--- src/rtl/tx_feeder_pkg.sv ---
// Shared constants for the UART transmit feeder: FSM state encoding,
// default FIFO geometry and the WAIT_BUSY timeout.
package tx_feeder_pkg;

    localparam int unsigned DEF_DEPTH        = 16;
    localparam int unsigned DEF_AW           = 4;
    localparam int unsigned WAIT_BUSY_CYCLES = 4;

    typedef enum logic [1:0] {
        ST_IDLE      = 2'd0,
        ST_SEND      = 2'd1,
        ST_WAIT_BUSY = 2'd2,
        ST_WAIT_DONE = 2'd3
    } tx_state_e;

endpackage

--- src/rtl/tx_feeder_fifo.sv ---
// Byte-wide synchronous FIFO with show-ahead read data and registered
// level/full flags; writes while full and reads while empty are ignored.
module sync_fifo_8b
    import tx_feeder_pkg::*;
#(
    parameter int unsigned DEPTH = DEF_DEPTH,
    parameter int unsigned AW    = DEF_AW
) (
    input  logic          clk,
    input  logic          rst_n,
    input  logic          wr_en,
    input  logic [7:0]    wr_data,
    input  logic          rd_en,
    output logic [7:0]    rd_data,
    output logic          full,
    output logic          empty,
    output logic [AW:0]   level
);

    logic [7:0]    r_mem [DEPTH];
    logic [AW-1:0] r_wr_ptr;
    logic [AW-1:0] r_rd_ptr;
    logic [AW:0]   r_level;
    logic          r_full;
    logic          w_empty;
    logic          w_wr_acc;
    logic          w_rd_acc;
    logic [AW:0]   w_level_nxt;

    assign w_empty  = (r_level == '0);
    assign w_wr_acc = wr_en & ~r_full;
    assign w_rd_acc = rd_en & ~w_empty;

    always_comb begin
        w_level_nxt = r_level;
        case ({w_wr_acc, w_rd_acc})
            2'b10:   w_level_nxt = r_level + (AW+1)'(1);
            2'b01:   w_level_nxt = r_level - (AW+1)'(1);
            default: w_level_nxt = r_level;
        endcase
    end

    // Storage is deliberately left out of reset; pointers alone define contents.
    always_ff @(posedge clk) begin
        if (w_wr_acc)
            r_mem[r_wr_ptr] <= wr_data;
    end

    always_ff @(posedge clk or negedge rst_n) begin
        if (!rst_n) begin
            r_wr_ptr <= '0;
            r_rd_ptr <= '0;
            r_level  <= '0;
            r_full   <= 1'b0;
        end else begin
            if (w_wr_acc)
                r_wr_ptr <= r_wr_ptr + AW'(1);
            if (w_rd_acc)
                r_rd_ptr <= r_rd_ptr + AW'(1);
            r_level <= w_level_nxt;
            r_full  <= (w_level_nxt == (AW+1)'(DEPTH));
        end
    end

    assign rd_data = r_mem[r_rd_ptr];
    assign full    = r_full;
    assign empty   = w_empty;
    assign level   = r_level;

endmodule

--- src/rtl/tx_feeder.sv ---
// Buffers user bytes and hands them one at a time to a UART transmitter,
// waiting for its ready handshake to drop and rise again between bytes.
module tx_feeder
    import tx_feeder_pkg::*;
#(
    parameter int unsigned DEPTH = DEF_DEPTH,
    parameter int unsigned AW    = DEF_AW
) (
    input  logic          clk,
    input  logic          rst_n,
    input  logic          wr_en,
    input  logic [7:0]    wr_data,
    output logic          full,
    output logic [AW:0]   level,
    output logic          overflow,
    input  logic          tx_rdy,
    output logic          tx_din_vld,
    output logic [7:0]    tx_din,
    output logic          busy
);

    tx_state_e   r_state;
    tx_state_e   w_state_nxt;
    logic [1:0]  r_wb_cnt;
    logic [7:0]  r_tx_din;
    logic        r_overflow;
    logic        w_pop;
    logic        w_full;
    logic        w_empty;
    logic [7:0]  w_rd_data;

    sync_fifo_8b #(
        .DEPTH (DEPTH),
        .AW    (AW)
    ) u_fifo (
        .clk     (clk),
        .rst_n   (rst_n),
        .wr_en   (wr_en),
        .wr_data (wr_data),
        .rd_en   (w_pop),
        .rd_data (w_rd_data),
        .full    (w_full),
        .empty   (w_empty),
        .level   (level)
    );

    always_comb begin
        w_state_nxt = r_state;
        w_pop       = 1'b0;
        case (r_state)
            ST_IDLE: begin
                if (!w_empty && tx_rdy) begin
                    w_pop       = 1'b1;
                    w_state_nxt = ST_SEND;
                end
            end
            ST_SEND:
                w_state_nxt = ST_WAIT_BUSY;
            ST_WAIT_BUSY: begin
                // A transmitter that never drops ready must not stall the feeder.
                if (!tx_rdy)
                    w_state_nxt = ST_WAIT_DONE;
                else if (r_wb_cnt == 2'(WAIT_BUSY_CYCLES - 1))
                    w_state_nxt = ST_IDLE;
            end
            ST_WAIT_DONE: begin
                if (tx_rdy)
                    w_state_nxt = ST_IDLE;
            end
            default:
                w_state_nxt = ST_IDLE;
        endcase
    end

    always_ff @(posedge clk or negedge rst_n) begin
        if (!rst_n) begin
            r_state    <= ST_IDLE;
            r_wb_cnt   <= '0;
            r_tx_din   <= '0;
            r_overflow <= 1'b0;
        end else begin
            r_state    <= w_state_nxt;
            r_wb_cnt   <= (r_state == ST_WAIT_BUSY) ? r_wb_cnt + 2'd1 : 2'd0;
            r_overflow <= wr_en & w_full;
            if (w_pop)
                r_tx_din <= w_rd_data;
        end
    end

    assign full       = w_full;
    assign overflow   = r_overflow;
    assign tx_din     = r_tx_din;
    assign tx_din_vld = (r_state == ST_SEND);
    assign busy       = !w_empty || (r_state != ST_IDLE);

endmodule

--- config.mk ---
export PLATFORM = sky130hd
export DESIGN_NAME = tx_feeder
export DESIGN_NICKNAME = d
export VERILOG_FILES = /design/src/rtl/tx_feeder_pkg.sv /design/src/rtl/tx_feeder_fifo.sv /design/src/rtl/tx_feeder.sv
export SDC_FILE = /design/constraint.sdc
export NUM_CORES = 1
export LEC_CHECK = 0
export BUFFER_PORTS_ARGS = -buffer_cell sky130_fd_sc_hd__buf_2
export CELL_PAD_IN_SITES_DETAIL_PLACEMENT = 1
export CELL_PAD_IN_SITES_GLOBAL_PLACEMENT = 2
export CORE_AREA = 2 2 153 155
export DETAILED_ROUTE_END_ITERATION = 12
export DIE_AREA = 0 0 155 157
export PLACE_DENSITY = 0.52
export SLEW_MARGIN = 40
export SYNTH_ARGS = -nofsm -noshare
export SYNTH_HDL_FRONTEND = slang
export SYNTH_HIERARCHICAL = 1
export SYNTH_SLANG_ARGS = --single-unit
--- constraint.sdc ---
create_clock -name clk -period 3.6 [get_ports clk]
set_clock_uncertainty 0.1 [all_clocks]
set_input_delay 0.72 -clock clk [delete_from_list [all_inputs] [get_ports clk]]
set_output_delay 0.72 -clock clk [all_outputs]
set_load 0.03 [all_outputs]
==> results of run 1 <==
[critical path: stages, from the launching register on]
cell and delay (ns):
dfrtp_1 0.44, or4_4 0.58, nor2_1 0.16, nor4b_2 0.08, o21a_4 0.15, ha_1 0.27
ha_1 0.38, a21oi_1 0.18, a21oi_1 0.10, or4_1 0.52, a211oi_2 0.24
[cells by family after synthesis]
family | after synthesis | synth area share
adders and majority gates | 11 | 0.0233
buffers and inverters | 19 | 0.0171
xor gates and xnor gates | 8 | 0.0112
muxes | 42 | 0.134
and+or+nand+nor | 60 | 0.0564
AOI/OAI and AO/OA | 28 | 0.0333
DFF | 155 | 0.725
[path summary, 6_finish.rpt]
| path | from | endpoint | slack, ns | cells past startpoint |
|---|---|---|---|---|
| max | u_fifo/level[0] | u_fifo/full | 0.31 | 10 |
| max in group asynchronous | rst_n | u_fifo/r_rd_ptr[0] | 2.66 | 1 |
| min reg2reg | r_wb_cnt[0] | r_wb_cnt[0] | 0.36 | 1 |
| max reg2reg | u_fifo/level[0] | u_fifo/full | 0.31 | 10 |
| min | rst_n | r_wb_cnt[0] | 0.24 | 1 |
| min in group clk | r_wb_cnt[0] | r_wb_cnt[0] | 0.36 | 1 |
[sequential cells by signal, summed over array words and instances, names as in the netlist]
| name | flops |
|---|---|
| u_fifo/level | 5 |
| u_fifo/r_mem | 128 |
| r_wb_cnt | 2 |
| tx_din | 8 |
| u_fifo/r_wr_ptr | 4 |
| r_state | 2 |
| u_fifo/r_rd_ptr | 4 |
| u_fifo/full | 1 |
| overflow | 1 |
[through the flow]
| step | hold WS [ns] | instance area (um^2) | setup WS [ns] | std cells |
|---|---|---|---|---|
| after floorplan | 0.314 | 6240 | 0.296 | 323 |
| after global placement | 0.326 | 6690 | 0.409 | 626 |
| after detailed placement | 0.366 | 6690 | 0.338 | 626 |
| after CTS | 0.267 | 7270 | 0.338 | 658 |
| after global routing | 0.279 | 7270 | 0.126 | 658 |
| final | 0.241 | 7270 | 0.314 | 658 |
[Yosys cell counts (3+ instances only)]
master and n:
edfxtp_1 128, mux4_2 32, dfrtp_1 27, and2_1 18
a22oi_1 16, nand2_1 16, ha_1 10, mux2_2 9
xnor2_1 7, inv_1 5, buf_2 4, nor2_1 4
nor2b_1 4, nor3b_1 4, a21oi_1 3, buf_6 3
clkbuf_1 3, o21ai_0 3
[placed cells by master (no fill, tap or decap), types with 4 or more instances in the layout]
| cell | count |
|---|---|
| dfrtp_1 | 26 |
| mux2_2 | 9 |
| inv_1 | 5 |
| mux4_2 | 32 |
| edfxtp_1 | 128 |
| clkbuf_16 | 17 |
| nand2_1 | 16 |
| xnor2_1 | 7 |
| a22oi_1 | 16 |
| and2_1 | 18 |
| clkbuf_1 | 6 |
| nor3b_1 | 4 |
| ha_1 | 10 |
| buf_2 | 28 |
| nor2_1 | 4 |
[final cells by class]
type / count / area [um^2]
Fill cell: 2245 / 15200
Sequential cell: 155 / 4520
Multi-Input combinational cell: 149 / 1610
Clock buffer: 26 / 489
Tap cell: 285 / 357
Timing Repair Buffer: 32 / 183
Clock inverter: 6 / 88.8
Inverter: 5 / 18.8
[where the power goes]
part           internal (mW)  total (mW)  leakage, nW  switching, mW
combinational          0.788        1.82        0.737           1.04
clock                   1.08        1.75        0.275          0.676
sequential              2.25        2.45         1.48          0.204
[per-layer routing]
metal / GRT usage / routed length (um) / vias to the layer above / share of wire
li1: - / - / 1358 / -
met1: 0.161 / 6460 / 1619 / 0.48
met2: 0.193 / 6630 / 33 / 0.49
met3: 0.0251 / 307 / 11 / 0.023
met4: 0.0463 / 142 / 0 / 0.010
met5: 0 / 0 / - / 0
==> impl_metrics.csv, run 1 <==
group,metric,value,unit
outcome,status,"finished, final reports clean",
global_routing,first_global_vias,3312,
drt,drt-initial-drc-count,167,
yosys,yosysWarningCount,6,
yosys,yosys.area.top_type,"edfxtp_1",
global_routing,track_usage,0.120,
global_routing,grt_max_degree,36,
layout,drive_gt1_frac,0.290,
floorplanning,dieHeight,157,um
clock_network,cts.sinks,155,
global_routing,grt_first_pass_wirelength,21.0,mm
critical_path,cp.required,3.83,ns
timing,maxSlewViolCount,0,
yosys,syn_avg_cell_area,19.3,um^2
clock_network,cts_max_level,4,
floorplanning,dieWidth,155,um
critical_path,worstPathArrival,3.51,ns
timing,grt_setup_unrepaired,"false",
critical_path,end_kind,"flop",
clock_network,hold_buffers,0,
layout,final_util,0.323,
yosys,synth_edf_count,128,
timing,post-route-period-util,0.913,
floorplanning,die-area,0.0243,mm^2
placed_design,portBuffers,28,
timing,worst_pin_slew,0.780,ns
drt,wl_per_cell,20.6,um
power_and_ir_drop,power_leakage,2.50,nW
floorplanning,row_count,55,
clock_network,cts_root_buf,"clkbuf_16",
yosys,synth-seq-cells,155,
power_and_ir_drop,peakVddDrop,0.289,mV
power_and_ir_drop,finalPower,6.03,mW
yosys,yosysSeqAreaShare,0.725,
clock_network,clkTransAtPathRegs,0.06,ns
floorplanning,ioPinCount,29,
drt,dr.pass1.iters,6,
timing,finalSetupViolCount,0,
drt,drt_wl_total,13.5,mm
timing,slew_headroom,0.479,
yosys,synth_area,0.00624,mm^2
run,cap_violations,0,
timing,finalCriticalPeriod,3.29,ns
clock_network,post_cts_resized,0,
drt,postRouteAntennaNets,0,
yosys,syn_nets,346,
power_and_ir_drop,power_density,829,mW/mm^2
drt,vias,3021,
clock_network,clkLatencyLatePin,0.41,ns
yosys,synth_area_leaders,"edfxtp_1 62%, mux4_2 12%, dfrtp_1 11%",
drt,drc_errors,0,
hold_path,hp-class,"input port to asynchronous set/reset pin",
critical_path,crit_type,"flop to flop",
global_routing,grt_antenna_before_repair,0,
clock_network,cts_buffers,17,
timing,fmax,304,MHz
timing,setup_tns,0,ns
critical_path,cp_max_fo,6,
clock_network,clock_path_buffers,2,
placed_design,dp_hpwl,8.66,mm
clock_network,cts_setup_buffers,0,
yosys,async_flop_share,0.174,
floorplanning,start_util,0.277,
layout,fin_nets,383,
critical_path,startpoint_type,"flop",
timing,finalHoldViolCount,0,
yosys,synth_ff_type,"edfxtp_1",
drt,avgViaCountPerCell,4.59,
floorplanning,coreArea,0.0225,mm^2
layout,area_growth,16.6,%
layout,diodes,0,
global_routing,overflow,0,
yosys,synth_cells,323,
yosys,ys_types,39,
yosys,synth_top_area_frac,0.616,
clock_network,tritoncts,"done",
placed_design,routabilityCongestion,0.686,
(Power assumes the default switching activity.)
==> run 2, diff against run 1 <==
- CELL_PAD_IN_SITES_DETAIL_PLACEMENT: 1 -> unset
- CELL_PAD_IN_SITES_GLOBAL_PLACEMENT: 2 -> unset
- PLACE_DENSITY: 0.52 -> 0.43
==> run 2 against run 1 <==
Against the previous run: sequential cell count unchanged; non-clock buffer count rose by 1; die area stayed put; critical endpoint unchanged; highest routed layer unchanged.
==> impl_metrics.csv, run 2 (synthesis gave the netlist of run 1 again) <==
group,metric,value,unit
drt,wl_per_cell,20.5,um
clock_network,cts_buffers,17,
placed_design,placed_area,0.00669,mm^2
floorplanning,dieHeight,157,um
layout,num-fill-cells,2128,
clock_network,post_cts_resized,0,
critical_path,critPathSlowestCell,"or4_4",
timing,setup_tns,0,ns
global_routing,grt_antenna_before_repair,0,
timing,finalSetupViolCount,0,
layout,area_growth,17.4,%
power_and_ir_drop,comb_power_share,0.295,
floorplanning,start_util,0.277,
power_and_ir_drop,power_density,845,mW/mm^2
placed_design,dp_hpwl,8.60,mm
floorplanning,dieWidth,155,um
placed_design,portBuffers,28,
critical_path,crit_type,"flop to flop",
hold_path,hp-class,"input port to asynchronous set/reset pin",
placed_design,routabilityCongestion,0.716,
layout,layout_commonest_cell,"edfxtp_1",
global_routing,track_usage,0.120,
global_routing,grt_first_pass_wirelength,20.6,mm
drt,dr.pass1.iters,4,
critical_path,worstPathCellList,"or4_4 > nor2_1 > nor4b_2 > o21a_4 > ha_1 > ha_1 > a21oi_1 > a21oi_1 > or4_1 > a211oi_2",
drt,vias,3024,
drt,avgViaCountPerCell,4.60,
floorplanning,ioPinCount,29,
clock_network,cts_root_buf,"clkbuf_16",
clock_network,tritoncts,"done",
timing,slew_headroom,0.511,
clock_network,cts_setup_buffers,0,
critical_path,startpoint_type,"flop",
timing,grt_setup_unrepaired,"false",
timing,fmax,304,MHz
layout,drive_gt1_frac,0.300,
global_routing,grt_max_degree,36,
layout,top_register,"u_fifo/r_mem",
clock_network,clock_path_buffers,2,
drt,postRouteAntennaNets,0,
clock_network,hold_buffers,0,
clock_network,clkTransAtPathRegs,0.06,ns
floorplanning,row_count,55,
power_and_ir_drop,switching_share,0.312,
power_and_ir_drop,pwr-share-seq,0.395,
timing,post-route-period-util,0.914,
drt,drc_errors,0,
clock_network,cts_max_level,4,
clock_network,cts.sinks,155,
power_and_ir_drop,peakVddDrop,0.306,mV
clock_network,clkLatencyLatePin,0.42,ns
critical_path,end_kind,"flop",
timing,finalCriticalPeriod,3.29,ns
floorplanning,die-area,0.0243,mm^2
timing,maxSlewViolCount,0,
power_and_ir_drop,power_leakage,2.52,nW
layout,diodes,0,
timing,worst_pin_slew,0.733,ns
drt,drt-initial-drc-count,216,
critical_path,critical_path.top_delay_family,"simple AND/OR/NAND/NOR gates",
layout,largest_register_ffs,128,
global_routing,overflow,0,
power_and_ir_drop,clkPwrFrac,0.310,
drt,drt_wl_total,13.5,mm
floorplanning,coreArea,0.0225,mm^2
critical_path,r2r_setup_slack,0.31,ns
critical_path,cp.required,3.84,ns
critical_path,cp_max_fo,6,
critical_path,critPathMaxStageDelay,0.57,ns
timing,finalHoldViolCount,0,
power_and_ir_drop,p_switching,1.93,mW
global_routing,first_global_vias,3248,
outcome,status,"finished, final reports clean",
layout,fin_area,0.00732,mm^2
power_and_ir_drop,power.internal,4.25,mW
layout,fin_nets,384,
critical_path,cp.buffers_inverters,0,
critical_path,worstPathArrival,3.53,ns
run,cap_violations,0,
layout,final_cell_mix,"128 x edfxtp_1, 32 x mux4_2, 28 x buf_2, 26 x dfrtp_1, 18 x and2_1",
run 2: changes by cell type in the layout (fill, tap and decap cells not counted):
cell / before / now
bufinv_16: 2 / 5
nor2_1: 4 / 3
clkinv_2: 1 / 2
buf_12: 1 / 0
nor2_2: 0 / 1
clkbuf_8: 3 / 0
clkbuf_1: 6 / 3
buf_4: 3 / 5
clkinv_4: 0 / 1
run 2: final timing paths:
kind / start / endpoint / depth (start not counted)
max: u_fifo/level[0] / u_fifo/full / 10
min: rst_n / tx_din[2] / 1
max reg2reg: u_fifo/level[0] / u_fifo/full / 10
min reg2reg: r_wb_cnt[0] / r_wb_cnt[0] / 1
max in group asynchronous: rst_n / u_fifo/r_rd_ptr[0] / 1
min in group clk: r_wb_cnt[0] / r_wb_cnt[0] / 1
run 2: worst reg2reg max path, cell delays in order (launching register included):
cell,delay [ns]
dfrtp_1,0.45
or4_4,0.58
nor2_1,0.16
nor4b_2,0.08
o21a_4,0.15
ha_1,0.26
ha_1,0.37
a21oi_1,0.19
a21oi_1,0.10
or4_1,0.51
a211oi_2,0.25
run 2: area by class of cell:
class,count,area [um^2],area share
Clock inverter,11,193,0.0263
Timing Repair Buffer,33,178,0.0243
Clock buffer,20,437,0.0597
Tap cell,285,357,0.0487
Multi-Input combinational cell,149,1620,0.221
Inverter,5,18.8,0.00256
Sequential cell,155,4520,0.618
run 2: through the flow:
stage	power [mW]	instances	worst slack, ns	hold slack [ns]	utilization
3_5_place_dp	4.36	627	0.314	0.331	0.297
2_1_floorplan	3.79	323	0.296	0.314	-
4_1_cts	6.29	658	0.304	0.265	0.325
5_1_grt	6.54	658	0.0984	0.286	0.325
3_3_place_gp	4.33	627	0.417	0.328	0.297
6_report	6.19	658	0.308	0.259	0.325
run 2: layer usage:
layer / GRT usage / routed length, um / up-vias
met5: 0 / 0 / -
met4: 0.0498 / 215 / 0
met3: 0.0306 / 421 / 16
met2: 0.193 / 6590 / 38
met1: 0.155 / 6230 / 1610
li1: - / - / 1360
run 2: power by group through the flow:
stage               clock, mW  sequential, mW  combinational [mW]
finish                   1.92            2.45                1.83
global route             2.04            2.49                2.01
CTS                      1.96            2.45                1.87
detailed placement          0            2.49                1.87
global placement            0            2.47                1.86
floorplan                   0            2.57                1.22
==> run 3, diff against run 2 <==
- ABC_AREA: unset -> 1
- CORE_AREA: 2 2 153 155 -> 2 2 158 160
- DIE_AREA: 0 0 155 157 -> 0 0 160 162
==> run 3 against run 2 <==
Against the previous run: final cell count up 45%; sequential power down 2%; total power up 6.1%; combinational power up 25%; routed wire length up 15%; critical path type unchanged; largest cell class unchanged; highest routed layer unchanged.
==> impl_metrics.csv, run 3 <==
group,metric,value,unit
layout,fin_nets,643,
critical_path,critPathSlowestCell,"fa_1",
clock_network,cts_setup_buffers,0,
timing,finalSetupViolCount,0,
power_and_ir_drop,peakVddDrop,0.448,mV
clock_network,cts_max_level,4,
critical_path,rr_worst_depth,16,
critical_path,r2r_end,"u_fifo/full",
yosys,ys_types,29,
layout,drive_gt1_frac,0.133,
yosys,synth_area_leaders,"edfxtp_1 58%, dfrtp_1 10%, nor2_1 7.2%",
power_and_ir_drop,power.internal,4.06,mW
drt,vias,4197,
yosys,synth-seq-cells,155,
timing,slew_headroom,0.452,
drt,drc_errors,0,
critical_path,worstPathCellList,"nor3_1 > nand2_1 > inv_1 > inv_1 > nand3_4 > inv_6 > nand2_1 > inv_1 > ha_1 > fa_1 > nand2_1 > nand2_1 > o21ai_0 > nor2_1 > nand3_1 > nor2_1",
global_routing,first_global_vias,4115,
global_routing,grt_max_degree,81,
power_and_ir_drop,clkPwrFrac,0.285,
yosys,syn_avg_cell_area,11.2,um^2
floorplanning,row_count,57,
yosys,synth_cells,592,
layout,layout_commonest_cell,"edfxtp_1",
critical_path,cp_max_fo,9,
layout,regArea,0.00452,mm^2
power_and_ir_drop,p_switching,2.50,mW
timing,grt_setup_unrepaired,"false",
layout,diodes,0,
clock_network,post_cts_resized,0,
critical_path,end_kind,"flop",
global_routing,track_usage,0.127,
global_routing,overflow,0,
layout,num-fill-cells,2492,
clock_network,tritoncts,"done",
critical_path,r2r_start,"u_fifo/level[3]",
placed_design,place_ws,0.621,ns
timing,worst_pin_slew,0.819,ns
drt,wl_per_cell,16.2,um
power_and_ir_drop,power_leakage,2.95,nW
layout,area_growth,16.0,%
hold_path,hp-class,"input port to asynchronous set/reset pin",
run,cap_violations,0,
power_and_ir_drop,comb_power_share,0.349,
critical_path,critical_path.top_delay_family,"simple AND/OR/NAND/NOR gates",
power_and_ir_drop,finalPower,6.57,mW
yosys,yosysSeqAreaShare,0.680,
global_routing,grt_antenna_before_repair,0,
critical_path,path_common_cell,"nand2_1",
critical_path,worstPathArrival,3.13,ns
clock_network,clkTransAtPathRegs,0.06,ns
placed_design,routabilityCongestion,0.793,
yosys,synth_ff_type,"edfxtp_1",
floorplanning,start_util,0.276,
critical_path,crit_type,"flop to flop",
clock_network,clkLatencyLatePin,0.42,ns
layout,top_register,"u_fifo/r_mem",
yosys,synth_top_cells_by_count,"128 x edfxtp_1, 127 x nor2_1, 82 x nand2_1",
power_and_ir_drop,switching_share,0.381,
yosys,synth_edf_count,128,
clock_network,clock_path_buffers,2,
yosys,synth_area,0.00665,mm^2
yosys,async_flop_share,0.174,
timing,finalHoldViolCount,0,
timing,maxSlewViolCount,0,
drt,postRouteAntennaNets,0,
layout,final_cell_mix,"128 x edfxtp_1, 121 x nor2_1, 82 x nand2_1, 57 x nand3_1, 47 x o21ai_0",
critical_path,cp.required,3.81,ns
critical_path,r2r_setup_slack,0.68,ns
floorplanning,dieWidth,160,um
critical_path,cp.buffers_inverters,4,
layout,largest_register_ffs,128,
global_routing,grt_first_pass_wirelength,24.4,mm
clock_network,cts.sinks,155,
drt,dr.pass1.iters,4,
floorplanning,ioPinCount,29,
clock_network,hold_buffers,0,
placed_design,dp_hpwl,9.79,mm
critical_path,startpoint_type,"flop",
floorplanning,coreArea,0.0241,mm^2
placed_design,portBuffers,28,
drt,avgViaCountPerCell,4.39,
power_and_ir_drop,power_density,851,mW/mm^2
timing,finalCriticalPeriod,2.92,ns
timing,fin_ws,0.681,ns
drt,drt_wl_total,15.5,mm
timing,setup_tns,0,ns
critical_path,critPathMaxStageDelay,0.46,ns
yosys,syn_nets,615,
layout,multi_input_area,0.00179,mm^2
yosys,synth.most_common_cell,"edfxtp_1",
clock_network,cts_buffers,17,
power_and_ir_drop,pwr-share-seq,0.366,
yosys,yosysWarningCount,6,
yosys,synth_top_area_frac,0.578,
outcome,status,"finished, final reports clean",
floorplanning,dieHeight,162,um
yosys,yosys.area.top_type,"edfxtp_1",
floorplanning,die-area,0.0259,mm^2
timing,post-route-period-util,0.811,
clock_network,cts_root_buf,"clkbuf_16",
timing,fmax,343,MHz
drt,drt-initial-drc-count,325,
## run 3: cell families after synthesis
| group | Yosys count | synth area share |
|---|---|---|
| compound gates | 72 | 0.0632 |
| xor+xnor | 9 | 0.0119 |
| fa+ha+maj | 11 | 0.0218 |
| buf+inv | 71 | 0.0525 |
| flops | 155 | 0.680 |
| simple gates | 274 | 0.171 |
## run 3: worst max-delay path by stage
| stage | start | end | slack [ns] | cells past startpoint |
|---|---|---|---|---|
| finish | u_fifo/level[3] | u_fifo/full | 0.68 | 16 |
| global placement | tx_rdy | u_fifo/full | 0.66 | 12 |
| global route | u_fifo/level[3] | u_fifo/full | 0.30 | 15 |
| floorplan | u_fifo/level[1] | u_fifo/full | 0.90 | 15 |
| CTS | u_fifo/level[2] | u_fifo/full | 0.67 | 15 |
| detailed placement | tx_rdy | u_fifo/full | 0.62 | 12 |
## run 3: layer usage
metal,wire length (um),share of wire,vias to the layer above,global-route usage
met4,273,0.018,0,0.0450
met3,480,0.031,20,0.0243
met1,7020,0.45,2040,0.165
li1,-,-,2068,-
met2,7720,0.50,69,0.211
met5,0,0,-,0
## run 3: power groups by stage
stage | clock, mW | combinational [mW] | sequential (mW)
6_report | 1.87 | 2.29 | 2.40
5_1_grt | 1.99 | 2.61 | 2.43
4_1_cts | 1.92 | 2.33 | 2.40
3_5_place_dp | 0 | 2.32 | 2.44
3_3_place_gp | 0 | 2.30 | 2.43
2_1_floorplan | 0 | 1.56 | 2.53
## run 3: layout make-up
cell class | instances | share of cell area
inverters | 45 | 0.0226
well taps | 324 | 0.0526
multi-input cells | 366 | 0.233
flip-flops and latches | 155 | 0.586
clock inverters | 15 | 0.0253
clock buffers | 17 | 0.0552
repair buffers | 35 | 0.0255
## run 3: worst reg2reg max path, cell delays in order, from the launching register on
cell	delay (ns)
dfrtp_1	0.41
nor3_1	0.24
nand2_1	0.11
inv_1	0.08
inv_1	0.07
nand3_4	0.15
inv_6	0.06
nand2_1	0.12
inv_1	0.10
ha_1	0.30
fa_1	0.46
nand2_1	0.09
nand2_1	0.06
o21ai_0	0.23
nor2_1	0.08
nand3_1	0.09
nor2_1	0.05
## run 3: per-stage QoR
step	hold slack [ns]	area, um^2	util	instances
after floorplan	0.308	6650	-	592
after global placement	0.320	7070	0.293	925
after detailed placement	0.331	7070	0.293	925
after CTS	0.221	7690	0.319	957
after global routing	0.264	7710	0.320	957
final	0.206	7710	0.320	957
